<file path="config.mk">
export PLATFORM = sky130hd
export DESIGN_NAME = uart_regs_fifo
export DESIGN_NICKNAME = d
export VERILOG_FILES = /design/src/rtl/uart_regs_pkg.sv /design/src/rtl/uart_rx_fifo.sv /design/src/rtl/uart_regs_fifo.sv
export SDC_FILE = /design/constraint.sdc
export NUM_CORES = 1
export LEC_CHECK = 0
export CORE_MARGIN = 1
export CORE_UTILIZATION = 45
export DETAILED_ROUTE_END_ITERATION = 8
export GPL_TIMING_DRIVEN = 0
export PLACE_DENSITY_LB_ADDON = 0.05
export SLEW_MARGIN = 40
export SYNTH_ARGS = -nofsm -noshare
export SYNTH_HDL_FRONTEND = slang
export SYNTH_SLANG_ARGS = --single-unit
</file>
<file path="constraint.sdc">
create_clock -name ACLK -period 2.91 [get_ports ACLK]
set_input_delay 0.582 -clock ACLK [delete_from_list [all_inputs] [get_ports ACLK]]
set_output_delay 0.582 -clock ACLK [all_outputs]
set_load 0.1 [all_outputs]
</file>
<file path="src/rtl/uart_regs_pkg.sv">
// Shared word map, register bit positions and helper types for the UART register file.
package uart_regs_pkg;

   typedef enum logic [2:0] {
      W_TX_DATA   = 3'd0,
      W_RX_DATA   = 3'd1,
      W_BAUD      = 3'd2,
      W_CONFIG    = 3'd3,
      W_STATUS    = 3'd4,
      W_INT_EN    = 3'd5,
      W_INT_STAT  = 3'd6,
      W_RX_THRESH = 3'd7
   } word_e;

   localparam int ST_TX_READY     = 0;
   localparam int ST_RX_NOT_EMPTY = 1;
   localparam int ST_RX_FULL      = 2;
   localparam int ST_PARITY_ERR   = 3;
   localparam int ST_OVERFLOW     = 4;
   localparam int ST_LEVEL_LSB    = 8;

   localparam int INT_TX_READY   = 0;
   localparam int INT_RX_THRESH  = 1;
   localparam int INT_PARITY_ERR = 2;
   localparam int INT_OVERFLOW   = 3;
   localparam int INT_RX_FULL    = 4;
   localparam int INT_W          = 5;

   typedef struct packed {
      logic parity_odd0_even1;
      logic parity_en;
      logic data_bits;
   } cfg_t;

   // The STATUS level field is 8 bits wide; a 256-deep FIFO that is full reads as 0xFF.
   function automatic logic [7:0] sat_level(input logic [8:0] lvl);
      return lvl[8] ? 8'hFF : lvl[7:0];
   endfunction

endpackage

</file>
<file path="src/rtl/uart_rx_fifo.sv">
// Receive FIFO: a full FIFO accepts a push only alongside a pop; an empty FIFO never pops.
module uart_rx_fifo #(
   parameter int DEPTH = 8,
   parameter int W     = 8
) (
   input  logic                     clk,
   input  logic                     rst_n,
   input  logic                     push,
   input  logic                     pop,
   input  logic [W-1:0]             din,
   output logic [W-1:0]             dout,
   output logic                     full,
   output logic                     empty,
   output logic [$clog2(DEPTH):0]   level
);

   localparam int AW = $clog2(DEPTH);
   localparam logic [AW:0] FULL_CNT = (AW+1)'(DEPTH);

   logic [W-1:0]  r_mem [DEPTH];
   logic [AW-1:0] r_wr_ptr;
   logic [AW-1:0] r_rd_ptr;
   logic [AW:0]   r_count;
   logic          w_pop_ok;
   logic          w_push_ok;

   assign empty     = (r_count == '0);
   assign full      = (r_count == FULL_CNT);
   assign level     = r_count;
   assign dout      = r_mem[r_rd_ptr];
   assign w_pop_ok  = pop & ~empty;
   assign w_push_ok = push & (~full | w_pop_ok);

   // NOTE: storage has no reset; only pointers and count define validity, so the array maps to plain RAM.
   always_ff @(posedge clk) begin
      if (w_push_ok) r_mem[r_wr_ptr] <= din;
   end

   // NOTE: state registers use non-blocking assignments so every flop samples pre-edge values.
   always_ff @(posedge clk) begin
      if (!rst_n) begin
         r_wr_ptr <= '0;
         r_rd_ptr <= '0;
         r_count  <= '0;
      end else begin
         if (w_push_ok) r_wr_ptr <= r_wr_ptr + 1'b1;
         if (w_pop_ok)  r_rd_ptr <= r_rd_ptr + 1'b1;
         r_count <= r_count + (AW+1)'(w_push_ok) - (AW+1)'(w_pop_ok);
      end
   end

endmodule

</file>
<file path="src/rtl/uart_regs_fifo.sv">
// UART register file: word decode, RX FIFO, sticky error flags, W1C interrupt status and irq.
module uart_regs_fifo
   import uart_regs_pkg::*;
#(
   parameter int ADDR_W        = 32,
   parameter int DATA_W        = 32,
   parameter int RX_FIFO_DEPTH = 8,
   parameter int BAUD_W        = 13
) (
   input  logic                ACLK,
   input  logic                ARESETn,
   input  logic [ADDR_W-1:0]   ip_addr,
   input  logic [DATA_W-1:0]   ip_write_data,
   input  logic                valid_reg_write,
   input  logic                valid_reg_read,
   output logic [DATA_W-1:0]   ip_read_data,
   output logic                ip_read_data_valid,
   output logic                tx_data_reg_wr,
   output logic [7:0]          tx_data,
   input  logic                tx_ready,
   input  logic [7:0]          rx_byte,
   input  logic                rx_byte_valid,
   input  logic                rx_parity_err,
   output logic [BAUD_W-1:0]   baud_val,
   output logic                data_bits,
   output logic                parity_en,
   output logic                parity_odd0_even1,
   output logic                irq
);

   localparam int LVL_W = $clog2(RX_FIFO_DEPTH) + 1;

   word_e              w_sel;
   logic               w_pop;
   logic               w_full;
   logic               w_empty;
   logic [7:0]         w_head;
   logic [LVL_W-1:0]   w_level;
   logic [8:0]         w_level_ext;
   logic               w_thresh_hit;
   logic               w_ovf_set;
   logic [INT_W-1:0]   w_w1c;
   logic [INT_W-1:0]   w_int_stat;
   logic [DATA_W-1:0]  w_rd_val;
   logic               w_unused;

   logic [BAUD_W-1:0]  r_baud;
   cfg_t               r_cfg;
   logic [INT_W-1:0]   r_int_en;
   logic [7:0]         r_thresh;
   logic               r_parity_err;
   logic               r_overflow;

   assign w_sel       = word_e'(ip_addr[4:2]);
   assign w_pop       = valid_reg_read && (w_sel == W_RX_DATA);
   assign w_level_ext = 9'(w_level);
   assign w_unused    = ^{ip_addr, ip_write_data};

   uart_rx_fifo #(
      .DEPTH (RX_FIFO_DEPTH),
      .W     (8)
   ) u_rx_fifo (
      .clk   (ACLK),
      .rst_n (ARESETn),
      .push  (rx_byte_valid),
      .pop   (w_pop),
      .din   (rx_byte),
      .dout  (w_head),
      .full  (w_full),
      .empty (w_empty),
      .level (w_level)
   );

   // A full FIFO only overflows when no pop frees a slot in the same cycle.
   assign w_ovf_set    = rx_byte_valid & w_full & ~w_pop;
   assign w_thresh_hit = (r_thresh != 8'd0) && (w_level_ext >= {1'b0, r_thresh});
   assign w_w1c        = (valid_reg_write && (w_sel == W_INT_STAT)) ? ip_write_data[INT_W-1:0] : '0;

   always_comb begin
      w_int_stat                 = '0;
      w_int_stat[INT_TX_READY]   = tx_ready;
      w_int_stat[INT_RX_THRESH]  = w_thresh_hit;
      w_int_stat[INT_PARITY_ERR] = r_parity_err;
      w_int_stat[INT_OVERFLOW]   = r_overflow;
      w_int_stat[INT_RX_FULL]    = w_full;
   end

   // NOTE: every output of this mux is defaulted first so no path leaves it unassigned (no latch).
   always_comb begin
      w_rd_val = '0;
      case (w_sel)
         W_RX_DATA:   if (!w_empty) w_rd_val[7:0] = w_head;
         W_BAUD:      w_rd_val[BAUD_W-1:0] = r_baud;
         W_CONFIG:    w_rd_val[2:0] = r_cfg;
         W_STATUS: begin
            w_rd_val[ST_TX_READY]      = tx_ready;
            w_rd_val[ST_RX_NOT_EMPTY]  = ~w_empty;
            w_rd_val[ST_RX_FULL]       = w_full;
            w_rd_val[ST_PARITY_ERR]    = r_parity_err;
            w_rd_val[ST_OVERFLOW]      = r_overflow;
            w_rd_val[ST_LEVEL_LSB +: 8] = sat_level(w_level_ext);
         end
         W_INT_EN:    w_rd_val[INT_W-1:0] = r_int_en;
         W_INT_STAT:  w_rd_val[INT_W-1:0] = w_int_stat;
         W_RX_THRESH: w_rd_val[7:0] = r_thresh;
         default:     w_rd_val = '0;
      endcase
   end

   always_ff @(posedge ACLK) begin
      if (!ARESETn) begin
         r_baud             <= '0;
         r_cfg              <= '0;
         r_int_en           <= '0;
         r_thresh           <= '0;
         r_parity_err       <= 1'b0;
         r_overflow         <= 1'b0;
         ip_read_data       <= '0;
         ip_read_data_valid <= 1'b0;
         irq                <= 1'b0;
      end else begin
         if (valid_reg_write) begin
            case (w_sel)
               W_BAUD:      r_baud   <= ip_write_data[BAUD_W-1:0];
               W_CONFIG:    r_cfg    <= cfg_t'(ip_write_data[2:0]);
               W_INT_EN:    r_int_en <= ip_write_data[INT_W-1:0];
               W_RX_THRESH: r_thresh <= ip_write_data[7:0];
               default:     ;
            endcase
         end
         // Set wins over a same-cycle write-1-to-clear.
         r_parity_err       <= rx_parity_err | (r_parity_err & ~w_w1c[INT_PARITY_ERR]);
         r_overflow         <= w_ovf_set | (r_overflow & ~w_w1c[INT_OVERFLOW]);
         ip_read_data_valid <= valid_reg_read;
         ip_read_data       <= valid_reg_read ? w_rd_val : '0;
         irq                <= |(w_int_stat & r_int_en);
      end
   end

   assign tx_data_reg_wr    = ARESETn && valid_reg_write && (w_sel == W_TX_DATA);
   assign tx_data           = ip_write_data[7:0];
   assign baud_val          = r_baud;
   assign data_bits         = r_cfg.data_bits;
   assign parity_en         = r_cfg.parity_en;
   assign parity_odd0_even1 = r_cfg.parity_odd0_even1;

endmodule

</file>
---- Word-level counts from Yosys, hierarchy flattened ----
Memory sizes are Yosys's and may differ from the RTL's. A register that Yosys moved wholly into a read port is not among the register bits.
Index checks and enable logic that the tools add are counted.
storage, ports and cells
  output and inout bits ................... 59
  register bits ........................... 75
  memories ................................ 1
  input bits .............................. 79
  memory bits (writable) .................. 64
  word-level logic and storage cells ...... 68
memories
  name             words  width  rd ports  clocked after memory_dff  write ports  RTL line            RTL
  u_rx_fifo.r_mem  8      8      1         1                         1            uart_rx_fifo.sv:20  logic [W-1:0] r_mem [DEPTH];
cells by class
  eq/ne operators ......................... 8
  $add $sub $neg .......................... 4
  multiplexer cells ....................... 10
  $lt $le $gt $ge ......................... 1
  bitwise logic cells ..................... 15
  reduce and logical (&&, ||, !) cells .... 14
operator list
  operator               count
  $pmux W3 S7            1
  $eq A3 B3 Y1 const B   4
  $pmux W2 S6            1
  $pmux W5 S2            1
  $reduce_and A2 Y1      5
  $pmux W3 S3            1
  $ge A4 B8 Y1           1
  $mux W8                1
  $reduce_bool A8 Y1     1
  $add A3 B1 Y3 const B  2
  $and A1 B1 Y1          6
  $eq A3 B2 Y1 const B   2
  $mux W3                2
  $and A5 B5 Y5          1
  $logic_and A1 B1 Y1    5
  $not A1 Y1             5
  $reduce_or A5 Y1       1
  $add A4 B1 Y4          1
  $eq A4 B4 Y1 const B   1
  $logic_not A4 Y1       1
  $mux W4                1
  $sub A4 B1 Y4          1
  $eq A3 B1 Y1 const B   1
  $logic_not A3 Y1       1
  2 further kinds        5

---- Depth between registers and ports, before layout ----
Gate-level depths: netlist of the first run.
  word-level depth ........................ 7
  gate-level depth with buffers ........... 12
  gate-level depth less buffers ........... 12

---- By module ----
Synthesis of the first run repeated with hierarchy kept, for this count alone.
second synthesis, totals
  cell total of the unflattened synthesis .. 456
  area, all modules ....................... 5577.8 µm²
by module, submodules not included
  module          times used  sequential area each (µm²)  cells an instance  area an instance (µm²)
  uart_rx_fifo    1           2182.1                      186                3201.8
  uart_regs_fifo  1           920.9                       270                2376.0

---- Least setup slack after synthesis of the first run ----
Ideal clock, no wire load.
  path type ............................... register -> register
  start point ............................. register u_rx_fifo.r_count[2], in the netlist u_rx_fifo.level[2]
  end point ............................... register u_rx_fifo.r_count[2], in the netlist u_rx_fifo.level[2]
  period minus slack after synthesis ...... 2484 ps
  buffers on the path ..................... 0
  cell stages (with the launch flop) ...... 13
  required time ........................... 2795 ps
  setup time .............................. 115 ps
  setup slack ............................. 426 ps
  arrival time ............................ 2370 ps
  cells stage by stage .................... dfxtp_1 > inv_1 > ha_1 > or3b_2 > nand3_2 > inv_1 > ha_1 > inv_1 > ha_1 > inv_1 > fa_1 > xnor2_1 > and2_1
on the way
  longest elaborated chain between the ends .. 7
  elaborated cells between the ends (all ways) .. 9
  classes of those cells .................. 2 x add/sub; 1 x eq/ne; 5 x bitwise; 1 x reduce/logical
ends and longest elaborated chain
  item                          RTL line            RTL
  start, declared               uart_rx_fifo.sv:23  logic [AW:0] r_count;
  start signal, assigned        uart_rx_fifo.sv:48  r_count <= r_count + (AW+1)'(w_push_ok) - (AW+1)'(w_pop_ok);
  $logic_not A4 Y1 *            uart_rx_fifo.sv:27  assign empty = (r_count == '0);
  $not A1 Y1 *                  uart_rx_fifo.sv:31  assign w_pop_ok = pop & ~empty;
  $and A1 B1 Y1 *               uart_rx_fifo.sv:31
  named net u_rx_fifo.w_pop_ok  uart_rx_fifo.sv:24  logic w_pop_ok;
  $or A1 B1 Y1                  uart_rx_fifo.sv:32  assign w_push_ok = push & (~full | w_pop_ok);
  $and A1 B1 Y1                 uart_rx_fifo.sv:32
  $add A4 B1 Y4                 uart_rx_fifo.sv:48
  $sub A4 B1 Y4 *               uart_rx_fifo.sv:48
The timed path passes the listed nets; every way through them passes the cells marked *.
A chain may end at the register's enable or synchronous reset.

---- Worst setup path in the final report of the first run ----
  start point ............................. input port ip_addr[3]
  end point ............................... output port tx_data_reg_wr
on the way
  longest elaborated chain between the ends .. 2
ends and longest elaborated chain
  item                 RTL line               RTL
  start, declared      uart_regs_fifo.sv:12   input logic [ADDR_W-1:0] ip_addr,
  $logic_not A3 Y1     uart_regs_fifo.sv:140  assign tx_data_reg_wr = ARESETn && valid_reg_write && (w_sel == W_TX_DATA);
  $logic_and A1 B1 Y1  uart_regs_fifo.sv:140
  end, declared        uart_regs_fifo.sv:18   output logic tx_data_reg_wr,
No other way between the ends.

==> impl_metrics.ini, run 1 <==
[global_route]
overflow = 0
antenna_found_initial = 0
grt_pass1_vias = 3657
grt_first_pass_wirelength_um = 19800
grt_max_degree = 17
track_usage_pct = 21.4

[cells_and_area]
seqCellArea_um2 = 3100
multi_input_area_um2 = 2100
fillers = 944
synthToLayoutAreaGrowth_pct = 24.9
finalNetCount = 638
finish.utilization_pct = 58.7
antennaDiodeCount = 0
layout-drive-gt1-share_pct = 26.1

[sta]
setup_ws_ns = 0.0777
fmax_mhz = 353
hold_violations = 0
setup_tns_ns = 0
holdWs_ns = 0.481
tightest_slew_ns = 0.770
timing.final.crit_share_pct = 97.3
min_period_ns = 2.83
setup_viol_count_final = 0
fin_skew_ns = 0.00754
slew_headroom_pct = 48.5
rsz0062_at_grt = false
slew_viol_final = 0

[floorplanning]
rows = 39
ios = 138
core_region_area_um2 = 11700
initial_core_util_pct = 47.0
die_x_um = 112
die_y_um = 112
die_area_um2 = 12600

[synth]
synth_edf_count = 64
syn_area_um2 = 5490
seq_area_frac_synth_pct = 56.6
synthCells = 436
yosys_warnings = 0
yosysTopAreaCellShare_pct = 35.0
synth_common_cells = edfxtp_1 (64), dfxtp_1 (59), nand2_1 (52)
synthTopCellsByArea = edfxtp_1 (35%), dfxtp_1 (22%), buf_4 (3.8%)
synthFlopType = edfxtp_1
avgSynthCellArea_um2 = 12.6
yosysMostFrequentCell = edfxtp_1
yosysTopAreaCell = edfxtp_1
synth-async-reset-ratio_pct = 0
ys_types = 61
ys_ff_latch = 123

[route]
routed_wl_um = 12400
vias = 3713
first_pass_iters = 6
drt_iter0_markers = 171
antenna_left = 0
vias_per_cell = 5.29
drc = 0
wl_per_cell_um = 17.7

[critical_path]
worstPathArrival_ns = 2.25
r2r-start = u_rx_fifo.level[2]$_SDFF_PN0_
end_kind = output port
start_kind = input port
worstSetupStartpoint = ip_addr[3]
critPathKind = in2out
critical_path_peak_fanout = 10
cp.required_ns = 2.33

[hold_path]
min_from = baud_val[9]$_SDFFE_PN0P_
hp-class = reg2reg

[clock_tree]
clk_latency_ns = 0.42
clockBufferDepth = 2
cts-root-buf = clkbuf_16
cts_sinks = 123
numCtsBuffers = 17
cts_max_level = 4
cts_tree = yes
clk_pin_slew_worst_paths_ns = 0.05

[power]
p_seq_share_pct = 41.1
power_frac_comb_pct = 17.8
switchingPower_mw = 1.37
peakVddDrop_v = 0.000419
p_leak_nw = 2.65
internal-power_mw = 3.46
finalPower_mw = 4.82
power.density_nw_per_um2 = 704
pwr-share-clk_pct = 41.0
swShare_pct = 28.4

[placed_design]
dp_hpwl_um = 8820
place.gp.congestion = 0.879
port_buffers = 69
place_ws_ns = -0.313

[status]
outcome = complete, no violations

[flow_run]
cap_viol_max_count = 0
## kinds of logic (layout without fill, tap and decap cells)
group / after synthesis / count (layout) / synth area share [%]
and+or+nand+nor: 132 / 132 / 13.0
DFF: 123 / 123 / 56.6
AOI/OAI and AO/OA: 62 / 62 / 8.65
buffers and inverters: 61 / 166 / 6.80
muxes: 40 / 40 / 11.2
adders and majority gates: 13 / 13 / 3.10
xor gates and xnor gates: 4 / 4 / 0.639
other: 1 / 19 / 0.0684
## area by class of cell
class                           count  share of cell area [%]
Buffer                             46                    4.62
Clock buffer                       23                    7.43
Clock inverter                      9                   0.913
Inverter                           15                   0.858
Multi-Input combinational cell    270                    30.6
Sequential cell                   123                    45.3
Tap cell                          143                    2.61
Timing Repair Buffer               73                    7.63
## worst max-delay path: stages
cell	delay, ns
clkdlybuf4s50_1	0.59
buf_2	0.26
clkbuf_4	0.26
nor2_1	0.08
and3_1	0.19
clkbuf_4	0.28
## registers in the layout (all words and copies together) (netlist names), named ones only
name,count
baud_val,13
data_bits,1
ip_read_data,13
ip_read_data_valid,1
irq,1
parity_en,1
parity_odd0_even1,1
r_int_en,5
r_overflow,1
r_parity_err,1
r_thresh,8
u_rx_fifo.level,4
u_rx_fifo.r_mem,64
u_rx_fifo.r_rd_ptr,3
u_rx_fifo.r_wr_ptr,3
## repair_timing
item / CTS / global route
hold buffers: 0 / 0
endpoints found under the setup margin: 0 / 2
buffers inserted: 0 / 2
gates resized for setup: 0 / 2
## power groups by stage
stage          sequential (mW)  clock [mW]  combinational (mW)
6_report                  1.99        1.98               0.860
3_5_place_dp              2.02           0               0.856
2_1_floorplan             2.07           0               0.580
4_1_cts                   1.98        2.01               0.862
3_3_place_gp              2.02           0               0.845
5_1_grt                   2.00        2.07               0.939
## per-stage QoR
| stage | instances | instance area [um2] |
|---|---|---|
| 2_1_floorplan | 454 | 5550 |
| 3_3_place_gp | 666 | 6420 |
| 3_5_place_dp | 668 | 6260 |
| 4_1_cts | 700 | 6830 |
| 5_1_grt | 702 | 6850 |
| 6_report | 702 | 6850 |
## final timing paths
path,to,slack [ns],cells after the start
setup reg to reg,u_rx_fifo.level[2]$_SDFF_PN0_,0.21,12
hold reg to reg,baud_val[9]$_SDFFE_PN0P_,0.48,2
setup / recovery,tx_data_reg_wr,0.08,6
hold / removal,baud_val[9]$_SDFFE_PN0P_,0.48,2
## metal layers
layer	track usage (%)	routed length (um)
met1	29.6	5920
met2	31.8	5510
met3	6.05	802
met4	8.89	185
met5	0	0
## cell usage in the layout (no fill, tap or decap), drive strengths merged, types with 2 or more instances in the layout
master and instances:
nand2 53, dfxtp 59, o22ai 8, nor3 7
a22oi 9, edfxtp 64, mux2 4, nor2b 18
nor4 3, a21oi 5, and4 2, o31ai 2
inv 15, clkinvlp 4, nand3 8, mux4 15
nor3b 5, conb 19, nor2 10, nand4 6
or3b 2, and2 8, clkinv 5, ha 12
buf 81, o21a 3, a21boi 23, clkdlybuf4s50 29
o2bb2ai 2, xnor2 3, nand2b 4, clkbuf 32
and3 2, mux2i 21
(Power assumes the default switching activity.)
==> inputs of run 2 (changes only) <==
- SETUP_SLACK_MARGIN: unset -> 0.2
==> impl_metrics.ini, run 2 (synthesis gave the netlist of run 1 again) <==
[cells_and_area]
antennaDiodeCount = 0
stdcell_count = 702
layout-drive-gt1-share_pct = 26.3
final_common_cell = edfxtp_1
fillers = 943
largest_register_ffs = 64
synthToLayoutAreaGrowth_pct = 25.4
finalNetCount = 638
final_cell_mix = edfxtp_1 (64), dfxtp_1 (59), nand2_1 (52)
top_register = u_rx_fifo.r_mem
multi_input_area_um2 = 2110
seqCellArea_um2 = 3100

[clock_tree]
cts_max_level = 4
cts_sinks = 123
clockBufferDepth = 2
cts_tree = yes
clk_latency_ns = 0.42
clk_pin_slew_worst_paths_ns = 0.05
numCtsBuffers = 17
cts-root-buf = clkbuf_16
cts_hold_buf = 0

[hold_path]
holdPathEnd = baud_val[9]$_SDFFE_PN0P_
hp-class = reg2reg
min_from = baud_val[9]$_SDFFE_PN0P_
min_delay_path_depth = 2

[sta]
slew_viol_final = 0
tightest_slew_ns = 0.761
hold_violations = 0
setup_tns_ns = 0
fmax_mhz = 391
rsz0062_at_grt = false
min_period_ns = 2.55
slew_headroom_pct = 49.0
setup_ws_ns = 0.355
setup_viol_count_final = 0
timing.final.crit_share_pct = 87.8
fin_skew_ns = 0.00614

[global_route]
antenna_found_initial = 0
grt_max_degree = 17
overflow = 0
grt_pass1_vias = 3669
track_usage_pct = 21.5
grt_first_pass_wirelength_um = 19900

[critical_path]
cp_common_cell = inv_1
path_cells = inv_1 > ha_4 > or3b_4 > nand3_2 > inv_1 > ha_1 > inv_1 > ha_1 > inv_1 > fa_1 > xnor2_1 > and2_1
worstPathArrival_ns = 2.87
slowest_stage = or3b_4
critical_path_peak_fanout = 3
r2r-start = u_rx_fifo.level[2]$_SDFF_PN0_
r2r_cells = 12
max_stage_delay_ns = 0.41
critical_path.top_delay_family = adder cells
critPathKind = reg2reg
rrSetupSlack_ns = 0.36
cp.required_ns = 3.22
cp_num_buf_inv = 4
rr_endpoint = u_rx_fifo.level[2]$_SDFF_PN0_
end_kind = flop
start_kind = flop

[floorplanning]
initial_core_util_pct = 47.0
rows = 39
die_x_um = 112
die_area_um2 = 12600
die_y_um = 112
core_region_area_um2 = 11700
ios = 138

[placed_design]
port_buffers = 69
place_ws_ns = -0.313
place.gp.congestion = 0.879
dp_hpwl_um = 8820
dp.cells = 668

[route]
drt_iter0_markers = 206
wl_per_cell_um = 17.7
drc = 0
antenna_left = 0
vias_per_cell = 5.31
vias = 3726
first_pass_iters = 5
routed_wl_um = 12500

[status]
outcome = complete, no violations

[power]
power.density_nw_per_um2 = 706
peakVddDrop_v = 0.000419
p_leak_nw = 2.66
finalPower_mw = 4.86

[flow_run]
cap_viol_max_count = 0
run 2: cell count changes in the layout (fill, tap and decap cells not counted), sizes merged:
| cell | before | now |
|---|---|---|
| buf | 81 | 82 |
| clkbuf | 32 | 31 |
| clkdlybuf4s50 | 29 | 27 |
| dlygate4sd2 | 0 | 1 |
| dlymetal6s2s | 0 | 1 |
run 2: worst max path at each step:
| stage | startpoint | endpoint | slack [ns] | cells after the start |
|---|---|---|---|---|
| 6_report | u_rx_fifo.level[2]$_SDFF_PN0_ | u_rx_fifo.level[2]$_SDFF_PN0_ | 0.36 | 12 |
| 5_1_grt | ip_addr[4] | u_rx_fifo.level[2]$_SDFF_PN0_ | 0.21 | 11 |
| 4_1_cts | ip_addr[3] | tx_data_reg_wr | 0.16 | 6 |
| 3_5_place_dp | ip_addr[2] | u_rx_fifo.r_mem[2][5]$_DFFE_PP_ | -0.31 | 6 |
| 3_3_place_gp | ip_addr[2] | u_rx_fifo.r_mem[1][6]$_DFFE_PP_ | -0.82 | 6 |
| 2_1_floorplan | u_rx_fifo.level[2]$_SDFF_PN0_ | u_rx_fifo.level[2]$_SDFF_PN0_ | 0.43 | 12 |
run 2: layout make-up:
class / count / area share [%]
plain buffers: 46 / 4.64
clock buffers: 23 / 7.40
clock inverters: 9 / 0.910
inverters: 15 / 0.855
multi-input cells: 270 / 30.7
flip-flops and latches: 123 / 45.1
well taps: 143 / 2.60
repair buffers: 73 / 7.73
run 2: routing by layer:
metal | up-vias | part of all wire [%] | track usage (%) | wire [um]
met3 | 22 | 5.7 | 6.05 | 709
met2 | 123 | 44 | 31.9 | 5520
met5 | - | 0 | 0 | 0
met4 | 0 | 1.8 | 8.89 | 230
li1 | 1787 | - | - | -
met1 | 1794 | 48 | 29.6 | 6000
run 2: worst reg2reg max path: stages, from the launching register on:
cell and delay (ns):
dfxtp_1 0.33, inv_1 0.14, ha_4 0.17, or3b_4 0.41, nand3_2 0.12, inv_1 0.06
ha_1 0.29, inv_1 0.06, ha_1 0.16, inv_1 0.05, fa_1 0.38, xnor2_1 0.14
and2_1 0.15
run 2: power by group:
part           total, mW  leakage (nW)  switching, mW  internal [mW]
logic              0.891          1.33          0.561          0.330
clock network       1.98         0.272          0.756           1.23
registers           1.99          1.06         0.0651           1.92
run 2: through the flow:
stage	hold WS (ns)	util, %	cell area (um2)
floorplan	0.457	-	5550
global placement	0.466	55.1	6420
detailed placement	0.476	53.7	6260
CTS	0.485	58.8	6850
global route	0.499	59.0	6880
finish	0.483	59.0	6880
run 2: repair_timing:
item,4_1_cts,5_1_grt
pin swaps,0,1
setup buffers,2,0
setup endpoints to repair,16,2
gates resized for setup,5,6
==> inputs of run 3 (changes only) <==
- CELL_PAD_IN_SITES_DETAIL_PLACEMENT: unset -> 1
- CELL_PAD_IN_SITES_GLOBAL_PLACEMENT: unset -> 2
- CORE_UTILIZATION: 45 -> 32
==> impl_metrics.ini, run 3 (synthesis gave the netlist of run 1 again) <==
[hold_path]
holdPathEnd = baud_val[6]$_SDFFE_PN0P_
hp-class = reg2reg
min_delay_path_depth = 2
min_from = baud_val[6]$_SDFFE_PN0P_

[route]
routed_wl_um = 15300
wl_per_cell_um = 19.7
vias = 3730
drt_iter0_markers = 152
first_pass_iters = 4
antenna_left = 0
vias_per_cell = 4.78
drc = 0

[sta]
fin_skew_ns = 0.00642
slew_headroom_pct = 55.9
tightest_slew_ns = 0.661
min_period_ns = 2.56
setup_ws_ns = 0.346
holdWs_ns = 0.489
rsz0062_at_grt = true
hold_violations = 0
fmax_mhz = 390
setup_viol_count_final = 0
slew_viol_final = 0
timing.final.crit_share_pct = 88.1

[placed_design]
place.gp.congestion = 0.835
dp_hpwl_um = 11200
port_buffers = 69
place_ws_ns = -0.379
dp.cells = 746

[floorplanning]
ios = 138
die_x_um = 133
core_region_area_um2 = 16600
rows = 47
initial_core_util_pct = 33.0
die_y_um = 133
die_area_um2 = 17700

[cells_and_area]
final_cell_mix = edfxtp_1 (64), dfxtp_1 (59), nand2_1 (52)
fillers = 1792
largest_register_ffs = 64
final_common_cell = edfxtp_1
antennaDiodeCount = 0
layout-drive-gt1-share_pct = 26.4
stdcell_count = 780
top_register = u_rx_fifo.r_mem
finalNetCount = 639
synthToLayoutAreaGrowth_pct = 27.0

[critical_path]
rr_endpoint = u_rx_fifo.level[2]$_SDFF_PN0_
end_kind = flop
critPathKind = reg2reg
r2r-start = u_rx_fifo.level[2]$_SDFF_PN0_
start_kind = flop
critical_path_peak_fanout = 3
r2r_cells = 12
cp.required_ns = 3.22
worstPathArrival_ns = 2.88
worstSetupStartpoint = u_rx_fifo.level[2]$_SDFF_PN0_
rrSetupSlack_ns = 0.35

[clock_tree]
cts-root-buf = clkbuf_16
clk_pin_slew_worst_paths_ns = 0.06
cts_tree = yes
clockBufferDepth = 2
clk_latency_ns = 0.42
numCtsBuffers = 17
cts_max_level = 4
cts_sinks = 123

[global_route]
antenna_found_initial = 0
overflow = 0
grt_max_degree = 17
grt_pass1_vias = 3920
grt_first_pass_wirelength_um = 23900
track_usage_pct = 18.5

[status]
outcome = complete, no violations

[power]
p_leak_nw = 2.67
power.density_nw_per_um2 = 704
peakVddDrop_v = 0.000414
finalPower_mw = 4.90

[flow_run]
cap_viol_max_count = 0
-- run 3: cell types whose count changed in the layout (fill, tap and decap cells not counted), moves of 2 or more --
cell	previous run	this run
inv_6	0	4
clkinvlp_4	4	2
buf_4	33	35
clkbuf_8	5	1
clkinv_4	2	4
-- run 3: final cells by class --
type                       instances  area, um2  share of cell area (%)
inverter                          15       58.8                   0.844
multi-input combinational        270       2100                    30.2
clock inverter                    14        136                    1.96
clock buffer                      18        429                    6.16
sequential                       123       3100                    44.6
buffer                            46        319                    4.58
tap                              220        275                    3.95
timing repair buffer              74        538                    7.73
-- run 3: metrics by stage --
stage               util [%]  setup TNS, ns  area, um2
finish                  41.8              0       6960
global route            41.8              0       6960
CTS                     41.8              0       6950
detailed placement      38.3         -15.15       6370
global placement        39.2         -43.23       6520
floorplan                  -              0       5550
-- run 3: report_power, final --
group          leakage, nW  switching, mW  internal, mW
logic                 1.34          0.571         0.323
registers             1.06         0.0681          1.92
clock network        0.274          0.833          1.19
total                 2.67           1.47          3.43
-- run 3: worst max-delay path by stage --
stage	to	slack (ns)	cells past startpoint
after floorplan	u_rx_fifo.level[2]$_SDFF_PN0_	0.43	12
after global placement	u_rx_fifo.r_mem[0][3]$_DFFE_PP_	-1.11	6
after detailed placement	u_rx_fifo.level[2]$_SDFF_PN0_	-0.38	11
after CTS	tx_data_reg_wr	0.15	6
after global routing	u_rx_fifo.level[2]$_SDFF_PN0_	0.17	12
final	u_rx_fifo.level[2]$_SDFF_PN0_	0.35	12
-- run 3: routing by layer --
metal  track usage (%)  part of all wire, %  up-vias
li1                  -                    -     1781
met1              23.1                   44     1843
met2              31.2                   50       88
met3              4.06                  3.7       18
met4              6.58                  1.6        0
met5                 0                    0        -
-- run 3: timing repair --
item                                    in CTS  in global routing
setup buffers                                1                  1
pin swaps                                    0                  1
resized for setup                            5                  3
endpoints found under the setup margin      32                  3
hold buffers                                 0                  0
-- run 3: worst max-delay path: stages, from the launching register on --
cell and delay (ns):
dfxtp_1 0.33, inv_1 0.11, ha_1 0.20, or3b_4 0.42
nand3_2 0.13, inv_1 0.05, ha_1 0.28, inv_1 0.06
ha_1 0.16, inv_1 0.06, fa_1 0.39, xnor2_1 0.14
and2_1 0.15
